<file path="config.mk">
export PLATFORM = sky130hd
export DESIGN_NAME = stream_sig_collector
export DESIGN_NICKNAME = d
export VERILOG_FILES = /design/src/rtl/stream_sig_collector.sv
export SDC_FILE = /design/constraint.sdc
export NUM_CORES = 1
export LEC_CHECK = 0
export CAP_MARGIN = 10
export CORE_MARGIN = 2
export CORE_UTILIZATION = 44
export DETAILED_ROUTE_END_ITERATION = 12
export GPL_TIMING_DRIVEN = 0
export PLACE_DENSITY = 0.76
export SYNTH_ARGS = -nofsm -noshare
export SYNTH_HDL_FRONTEND = slang
export SYNTH_SLANG_ARGS = --single-unit
export TNS_END_PERCENT = 50
</file>
<file path="constraint.sdc">
create_clock -name ap_clk -period 1.7 [get_ports ap_clk]
set_input_delay 0.255 -clock ap_clk [delete_from_list [all_inputs] [get_ports ap_clk]]
set_output_delay 0.255 -clock ap_clk [all_outputs]
set_load 0.03 [all_outputs]
</file>
<file path="src/rtl/stream_sig_collector.sv">
// N-channel output reduction and run-signature collector: folds ap_fifo stream words through a
// registered XOR tree to a narrow pin pair and reports a signature and word count per kernel run.
module stream_sig_collector #(
  parameter int unsigned CHANNELS   = 2,
  parameter int unsigned DATA_WIDTH = 32,
  parameter int unsigned FOLD_WIDTH = 8,
  parameter int unsigned OUT_WIDTH  = 4,
  parameter int unsigned SIG_WIDTH  = 32,
  parameter int unsigned CNT_WIDTH  = 16
) (
  input  logic                           ap_clk,
  input  logic                           ap_rst,
  input  logic                           ap_start,
  input  logic                           ap_done,
  input  logic [CHANNELS*DATA_WIDTH-1:0] ch_din,
  input  logic [CHANNELS-1:0]            ch_write,
  output logic [CHANNELS-1:0]            ch_full_n,
  output logic [OUT_WIDTH-1:0]           data_out,
  output logic                           data_valid,
  output logic [SIG_WIDTH-1:0]           sig_out,
  output logic [CNT_WIDTH-1:0]           sig_count,
  output logic                           sig_valid,
  output logic                           overflow
);

  localparam int unsigned Levels   = (CHANNELS > 1) ? $clog2(CHANNELS) : 0;
  localparam int unsigned Latency  = 2 + Levels;
  localparam int unsigned SumWidth = CNT_WIDTH + $clog2(CHANNELS + 1);

  function automatic int unsigned nodes_at(int unsigned lvl);
    return (CHANNELS + (32'd1 << lvl) - 32'd1) >> lvl;
  endfunction

  // All tree levels live in one flat vector; level 0 is the S1 fold stage.
  function automatic int unsigned offset_at(int unsigned lvl);
    int unsigned sum;
    sum = 0;
    for (int unsigned k = 0; k < lvl; k++) sum += nodes_at(k);
    return sum;
  endfunction

  function automatic logic [FOLD_WIDTH-1:0] fold_word(logic [DATA_WIDTH-1:0] w);
    logic [FOLD_WIDTH-1:0] acc;
    acc = '0;
    for (int unsigned i = 0; i < DATA_WIDTH / FOLD_WIDTH; i++) acc ^= w[i*FOLD_WIDTH +: FOLD_WIDTH];
    return acc;
  endfunction

  function automatic logic [OUT_WIDTH-1:0] fold_out(logic [FOLD_WIDTH-1:0] w);
    logic [OUT_WIDTH-1:0] acc;
    acc = '0;
    for (int unsigned i = 0; i < FOLD_WIDTH / OUT_WIDTH; i++) acc ^= w[i*OUT_WIDTH +: OUT_WIDTH];
    return acc;
  endfunction

  localparam int unsigned Nodes = offset_at(Levels + 1);
  localparam int unsigned Root  = offset_at(Levels);

  typedef enum logic [0:0] {StIdle, StRun} run_state_e;

  logic [Nodes*FOLD_WIDTH-1:0] tree_val_d, tree_val_q;
  logic [Nodes-1:0]            tree_vld_d, tree_vld_q;
  logic [FOLD_WIDTH-1:0]       root_val;
  logic                        root_vld;
  logic [OUT_WIDTH-1:0]        data_out_q;
  logic                        data_valid_q;
  logic [Latency-1:0]          done_pipe_q;
  logic                        done_d;
  run_state_e                  state_q, state_d;
  logic                        run_start, run_end;
  logic [SIG_WIDTH-1:0]        sig_acc_q, sig_out_q;
  logic [CNT_WIDTH-1:0]        cnt_acc_q, cnt_acc_d, sig_count_q;
  logic                        ovf_acc_q, ovf_acc_d, overflow_q, sig_valid_q;
  logic [SumWidth-1:0]         cnt_sum;

  always_comb begin
    int unsigned src;
    logic [FOLD_WIDTH-1:0] node;
    logic rgt;
    tree_val_d = '0;
    tree_vld_d = '0;
    src = 0;
    node = '0;
    rgt = 1'b0;
    for (int unsigned c = 0; c < CHANNELS; c++) begin
      tree_val_d[c*FOLD_WIDTH +: FOLD_WIDTH] = fold_word(ch_din[c*DATA_WIDTH +: DATA_WIDTH]);
      tree_vld_d[c] = ch_write[c];
    end
    for (int unsigned lvl = 1; lvl <= Levels; lvl++) begin
      for (int unsigned n = 0; n < nodes_at(lvl); n++) begin
        src = offset_at(lvl - 1) + 2 * n;
        // An odd last child has no right sibling and is passed through.
        rgt = (2 * n + 1 < nodes_at(lvl - 1)) && tree_vld_q[src + 1];
        node = tree_vld_q[src] ? tree_val_q[src*FOLD_WIDTH +: FOLD_WIDTH] : '0;
        if (rgt) node ^= tree_val_q[(src + 1)*FOLD_WIDTH +: FOLD_WIDTH];
        tree_val_d[(offset_at(lvl) + n)*FOLD_WIDTH +: FOLD_WIDTH] = node;
        tree_vld_d[offset_at(lvl) + n] = tree_vld_q[src] | rgt;
      end
    end
  end

  assign root_val = tree_val_q[Root*FOLD_WIDTH +: FOLD_WIDTH];
  assign root_vld = tree_vld_q[Root];
  assign done_d   = done_pipe_q[Latency-1];

  always_ff @(posedge ap_clk) begin
    if (ap_rst) begin
      tree_val_q   <= '0;
      tree_vld_q   <= '0;
      data_out_q   <= '0;
      data_valid_q <= 1'b0;
      done_pipe_q  <= '0;
    end else begin
      tree_val_q   <= tree_val_d;
      tree_vld_q   <= tree_vld_d;
      data_out_q   <= root_vld ? fold_out(root_val) : '0;
      data_valid_q <= root_vld;
      done_pipe_q  <= {done_pipe_q[Latency-2:0], ap_done};
    end
  end

  always_comb begin
    state_d   = state_q;
    run_start = 1'b0;
    run_end   = 1'b0;
    unique case (state_q)
      StIdle: begin
        if (ap_start) begin
          state_d   = StRun;
          run_start = 1'b1;
        end
      end
      StRun: begin
        if (done_d) begin
          state_d = StIdle;
          run_end = 1'b1;
        end
      end
      default: state_d = StIdle;
    endcase
  end

  // Count writes as they leave S1 so the count lines up with the delayed done.
  always_comb begin
    cnt_sum = SumWidth'(cnt_acc_q);
    for (int unsigned c = 0; c < CHANNELS; c++) cnt_sum = cnt_sum + SumWidth'(tree_vld_q[c]);
    if (cnt_sum > SumWidth'({CNT_WIDTH{1'b1}})) begin
      cnt_acc_d = '1;
      ovf_acc_d = 1'b1;
    end else begin
      cnt_acc_d = cnt_sum[CNT_WIDTH-1:0];
      ovf_acc_d = ovf_acc_q;
    end
  end

  always_ff @(posedge ap_clk) begin
    if (ap_rst) begin
      state_q     <= StIdle;
      sig_acc_q   <= '0;
      cnt_acc_q   <= '0;
      ovf_acc_q   <= 1'b0;
      sig_out_q   <= '0;
      sig_count_q <= '0;
      overflow_q  <= 1'b0;
      sig_valid_q <= 1'b0;
    end else begin
      state_q     <= state_d;
      sig_valid_q <= run_end;
      if (run_start) begin
        sig_acc_q <= '0;
        cnt_acc_q <= '0;
        ovf_acc_q <= 1'b0;
      end else if (state_q == StRun) begin
        if (root_vld) begin
          sig_acc_q <= {sig_acc_q[SIG_WIDTH-2:0], sig_acc_q[SIG_WIDTH-1]} ^ SIG_WIDTH'(root_val);
        end
        cnt_acc_q <= cnt_acc_d;
        ovf_acc_q <= ovf_acc_d;
      end
      if (run_end) begin
        sig_out_q   <= sig_acc_q;
        sig_count_q <= cnt_acc_q;
        overflow_q  <= ovf_acc_q;
      end
    end
  end

  assign ch_full_n  = '1;
  assign data_out   = data_out_q;
  assign data_valid = data_valid_q;
  assign sig_out    = sig_out_q;
  assign sig_count  = sig_count_q;
  assign sig_valid  = sig_valid_q;
  assign overflow   = overflow_q;

endmodule

</file>
# ---- Word-level counts from Yosys, hierarchy flattened
# Index checks and enable logic that the tools add are counted.
dict set report op_classes {
  add_sub_neg 2
  mux 9
  reduce_logical 4
  magnitude_cmp 1
  n_bitwise 12
}
# cell n
set op_table {}
lappend op_table {{$xor A8 B8 Y8} 7}
lappend op_table {{$xor A32 B8 Y32} 1}
lappend op_table {{$add A17 B1 Y18} 1}
lappend op_table {{$gt A18 B16 Y1 const B} 1}
lappend op_table {{$add A16 B1 Y17} 1}
lappend op_table {{$mux W16} 1}
lappend op_table {{$mux W8} 2}
lappend op_table {{$mux W1} 5}
lappend op_table {{$reduce_and A2 Y1} 2}
lappend op_table {{$reduce_or A2 Y1} 2}
lappend op_table {{$xor A4 B4 Y4} 1}
lappend op_table {{$not A1 Y1} 2}
lappend op_table {{$pmux W1 S2} 1}
lappend op_table {{$or A1 B1 Y1} 1}
dict set report totals {
  input_bits 70
  out_inout_bits 57
  elab_cells 41
  ff_bits 135
}

# ---- Logic depth before layout (Yosys ltp)
dict set report depth {
  word_depth 4
  mapped_depth 6
  mapped_depth_nobuf 6
}

# ---- Worst setup path before layout
# OpenSTA, ideal clock, no wires.
dict set report synth_timing {
  path_type {register to register}
  startpoint {register tree_vld_q[0]}
  endpoint {register cnt_acc_q[11]}
  period_less_slack_ps 1695
  setup_ps 67
  t_required_ps 1633
  path_buffers 1
  path_stages_with_launch 7
  arrival_ps 1628
  path_slack_ps 5
  path_cell_list {dfxtp_1 fa_1 ha_1 nand3_1 or4_4 buf_6 a21oi_2}
}
dict set report synth_between {
  elab_chain_cells 4
}
# item line
set synth_rtl {}
lappend synth_rtl {{start: declaration} 62} ;# logic [Nodes-1:0] tree_vld_d, tree_vld_q;
lappend synth_rtl {{start signal: assignment} 115} ;# tree_vld_q <= tree_vld_d;
lappend synth_rtl {{$add A16 B1 Y17 *} 146} ;# for (int unsigned c = 0; c < CHANNELS; c++) cnt_sum = cnt_sum + SumWidth'(tree_vld_q[c]);
lappend synth_rtl {{$add A17 B1 Y18 *} 146}
lappend synth_rtl {{$gt A18 B16 Y1} 147} ;# if (cnt_sum > SumWidth'({CNT_WIDTH{1'b1}})) begin
lappend synth_rtl {{$mux W16 *} 147}
lappend synth_rtl {{end signal: assignment} 177} ;# cnt_acc_q <= cnt_acc_d;
lappend synth_rtl {{end: declaration} 72} ;# logic [CNT_WIDTH-1:0] cnt_acc_q, cnt_acc_d, sig_count_q;
# Every way passes the cells marked *; elsewhere a longest branch is shown, timed or not.
# A chain may end at the register's enable or synchronous reset.

# ---- Final worst setup path
dict set report layout_timing {
  startpoint {register cnt_acc_q[0]}
  endpoint {register cnt_acc_q[14]}
}
dict set report layout_between {
  elab_chain_cells 4
}
# item line
set layout_rtl {}
lappend layout_rtl {{$add A16 B1 Y17 *} 146}
lappend layout_rtl {{$add A17 B1 Y18 *} 146}
lappend layout_rtl {{$gt A18 B16 Y1} 147}
lappend layout_rtl {{$mux W16 *} 147}
# Marked as above.

==> impl_metrics.toml <==
[clock_tree]
clkSinkCount = 135
clock_latency_ns = 0.40
cts_tree = "done"
clock-root-buffer = "clkbuf_16"
cts_buffers = 17
clk_path_buf_depth = 2
h-tree-depth = 4
path_clk_slew_ns = 0.06

[worst_hold_path]
hold_path_class = "input port to flip-flop"
min_from = "ch_write[0]"
whs_path_depth = 2

[worst_setup_path]
cp.depth = 6
crit_type = "flip-flop to flip-flop"
critPathBufInv = 0
critPathRequiredTime_ns = 2.02
startpoint = "cnt_acc_q[0]"
end_kind = "flip-flop"
cp_cell_sequence = "fa_2 -> ha_4 -> nand4_1 -> nor3_4 -> a41oi_2 -> a211oi_2"
r2r_cells = 6
worst-path-max-fanout = 5
reg2reg_from = "cnt_acc_q[0]"
cp_data_arrival_time_ns = 2.12
slowest_stage = "nor3_4"
critical_path.max_stage_delay_ns = 0.37
critPathLaunchType = "flip-flop"
cpLargestDelayFamily = "simple AND/OR/NAND/NOR gates"

[global_routing]
grt_pass1_wl_um = 18500
use_met3 = 0.0519
grt_pass1_vias = 4035
grt_usage = 0.183
top_usage_layer = "met2"
grt_use_met2 = 0.312
grt_max_degree = 17
antenna_found_initial = 0
grt.overflow.total = 0
grt_util_met1 = 0.218

[layout]
stdcell_count = 810
fin_nets = 729
num_antenna_cells = 0
fin_util = 0.657
syn_to_final_growth_pct = 44.2
final_common_cell = "dfxtp_1"
drive_above_1_share = 0.121
final_cell_mix = "dfxtp_1, clkdlybuf4s50_1, nand2_1"
stdcell_area_um2 = 7220

[floorplanning]
rows = 38
die_w_um = 111
initial_core_util = 0.456
die_height_um = 111
core_um2 = 11000
die_area_um2 = 12200
io_pins = 127

[sta]
finClkSkew_ns = 0.00748
fin_crit_sh = 1.06
setup_viol = 15
hold_violations = 0
fmax_ghz = 0.555
slew_violations = 0
tightest_slew_ns = 0.620
worst_slack_ns = -0.101
rsz0062_at_grt = "true"
slew_headroom = 0.587
post-route-min-period_ns = 1.80

[routing]
ant_nets = 0
dr.pass1.iters = 4
routed_wl_um = 11400
vias = 4108
drt-initial-drc-count = 204
drcViolationCount = 0
drt-wirelength-per-cell_um = 14.1
via_per_inst = 5.07

[yosys]
synth_flop_cell = "dfxtp_1"
synth_edf_count = 0
avgSynthCellArea_um2 = 9.78
ys_seq_area_frac = 0.540
ys_async_sr_fraction = 0
ys_seq_elements = 135
netlist_instances = 512
ys_types = 36
synth_area_um2 = 5000
ys.warnings.count = 0

[placement]
port_buffers = 123
place.gp.congestion = 0.822
dpl.hpwl_um = 8060
dpl-instance-area_um2 = 6410
dp.cells = 776

[power]
power_leakage_nw = 2.98
powerDensity_nw_per_um2 = 1010
irDropWorstVdd_mv = 0.582

[run]
cap_violations = 0

[run_status]
violations = "negative setup slack"
status = "finished with violations"
-- logic make-up after synthesis --
group | Yosys count | share of synthesized area
flip-flops | 135 | 0.540
other | 1 | 0.000749
adder cells (fa/ha/maj) | 2 | 0.00650
multiplexers | 3 | 0.00600
AO/OA/AOI/OAI | 106 | 0.152
buffers and inverters | 41 | 0.0342
AND/OR/NAND/NOR | 148 | 0.127
XOR/XNOR | 76 | 0.133
-- power by group --
| group | switching [mW] | leakage, nW | internal [mW] |
|---|---|---|---|
| clock | 1.31 | 0.279 | 2.17 |
| combinational | 0.247 | 1.61 | 0.317 |
| sequential | 0.0376 | 1.10 | 3.24 |
-- cell usage after synthesis, types with 2 or more instances --
cell type    n  share of area
inv_1        4         0.0030
a22o_1      49          0.086
nand3_1      4         0.0040
clkbuf_1    28          0.021
xor2_1       4         0.0070
a21oi_1     37          0.037
mux2i_1      3         0.0060
dfxtp_1    135           0.54
a21o_1       2         0.0030
nor3_1       3         0.0030
buf_2        2         0.0020
and3_1       2         0.0025
nor2b_1      5         0.0063
nor4_1       2         0.0025
nor2_1      44          0.033
a211oi_1    11          0.017
buf_4        2         0.0030
a31oi_1      2         0.0025
nand2_1     74          0.056
nand4_1      8          0.010
xnor2_1     72           0.13
and4_1       2         0.0035
buf_1        4         0.0030
-- area by class of cell --
cell class / count / area, µm²
well taps: 140 / 175
clock inverters: 10 / 93.8
clock buffers: 22 / 484
repair buffers: 129 / 1340
multi-input cells: 337 / 2230
inverters: 4 / 15.0
fillers: 832 / 3770
plain buffers: 33 / 160
flip-flops and latches: 135 / 2720
-- per-stage QoR --
stage,TNS (ns),worst slack (ns),hold slack [ns],power (mW)
6_report,-0.511,-0.101,0.403,7.32
5_1_grt,-1.53,-0.197,0.400,7.58
4_1_cts,-0.243,-0.0345,0.407,7.36
3_5_place_dp,-10.77,-0.364,0.439,3.91
3_3_place_gp,-8.65,-0.330,0.430,3.90
2_1_floorplan,0,0.00486,0.365,3.66
-- path summary, 6_finish.rpt --
| check | endpoint | slack, ns |
|---|---|---|
| worst min-delay path | tree_vld_q[0] | 0.40 |
| worst max-delay path | cnt_acc_q[14] | -0.10 |
| worst max register to register | cnt_acc_q[14] | -0.10 |
| worst min register to register | done_pipe_q[1] | 0.45 |
-- layer usage --
metal,part of all wire,vias up
met1,0.42,1900
met4,0.021,0
li1,-,2027
met3,0.064,25
met5,0,-
met2,0.50,156
-- flip-flops by register name, summed over array words and instances, names as in the netlist --
signal and cells:
sig_acc_q 32, sig_out 32, tree_val_q 24, cnt_acc_q 16, sig_count 16, data_out 4, done_pipe_q 3, tree_vld_q 3
data_valid 1, overflow 1, ovf_acc_q 1, sig_valid 1, state_q 1
-- repair_timing --
item,4_1_cts,5_1_grt
endpoints found under the hold margin,0,0
gates resized for setup,27,50
buffers inserted,1,4
hold buffers,0,0
endpoints found under the setup margin,71,86
pin swaps,2,5
cloned,0,1
(Power assumes the default switching activity.)
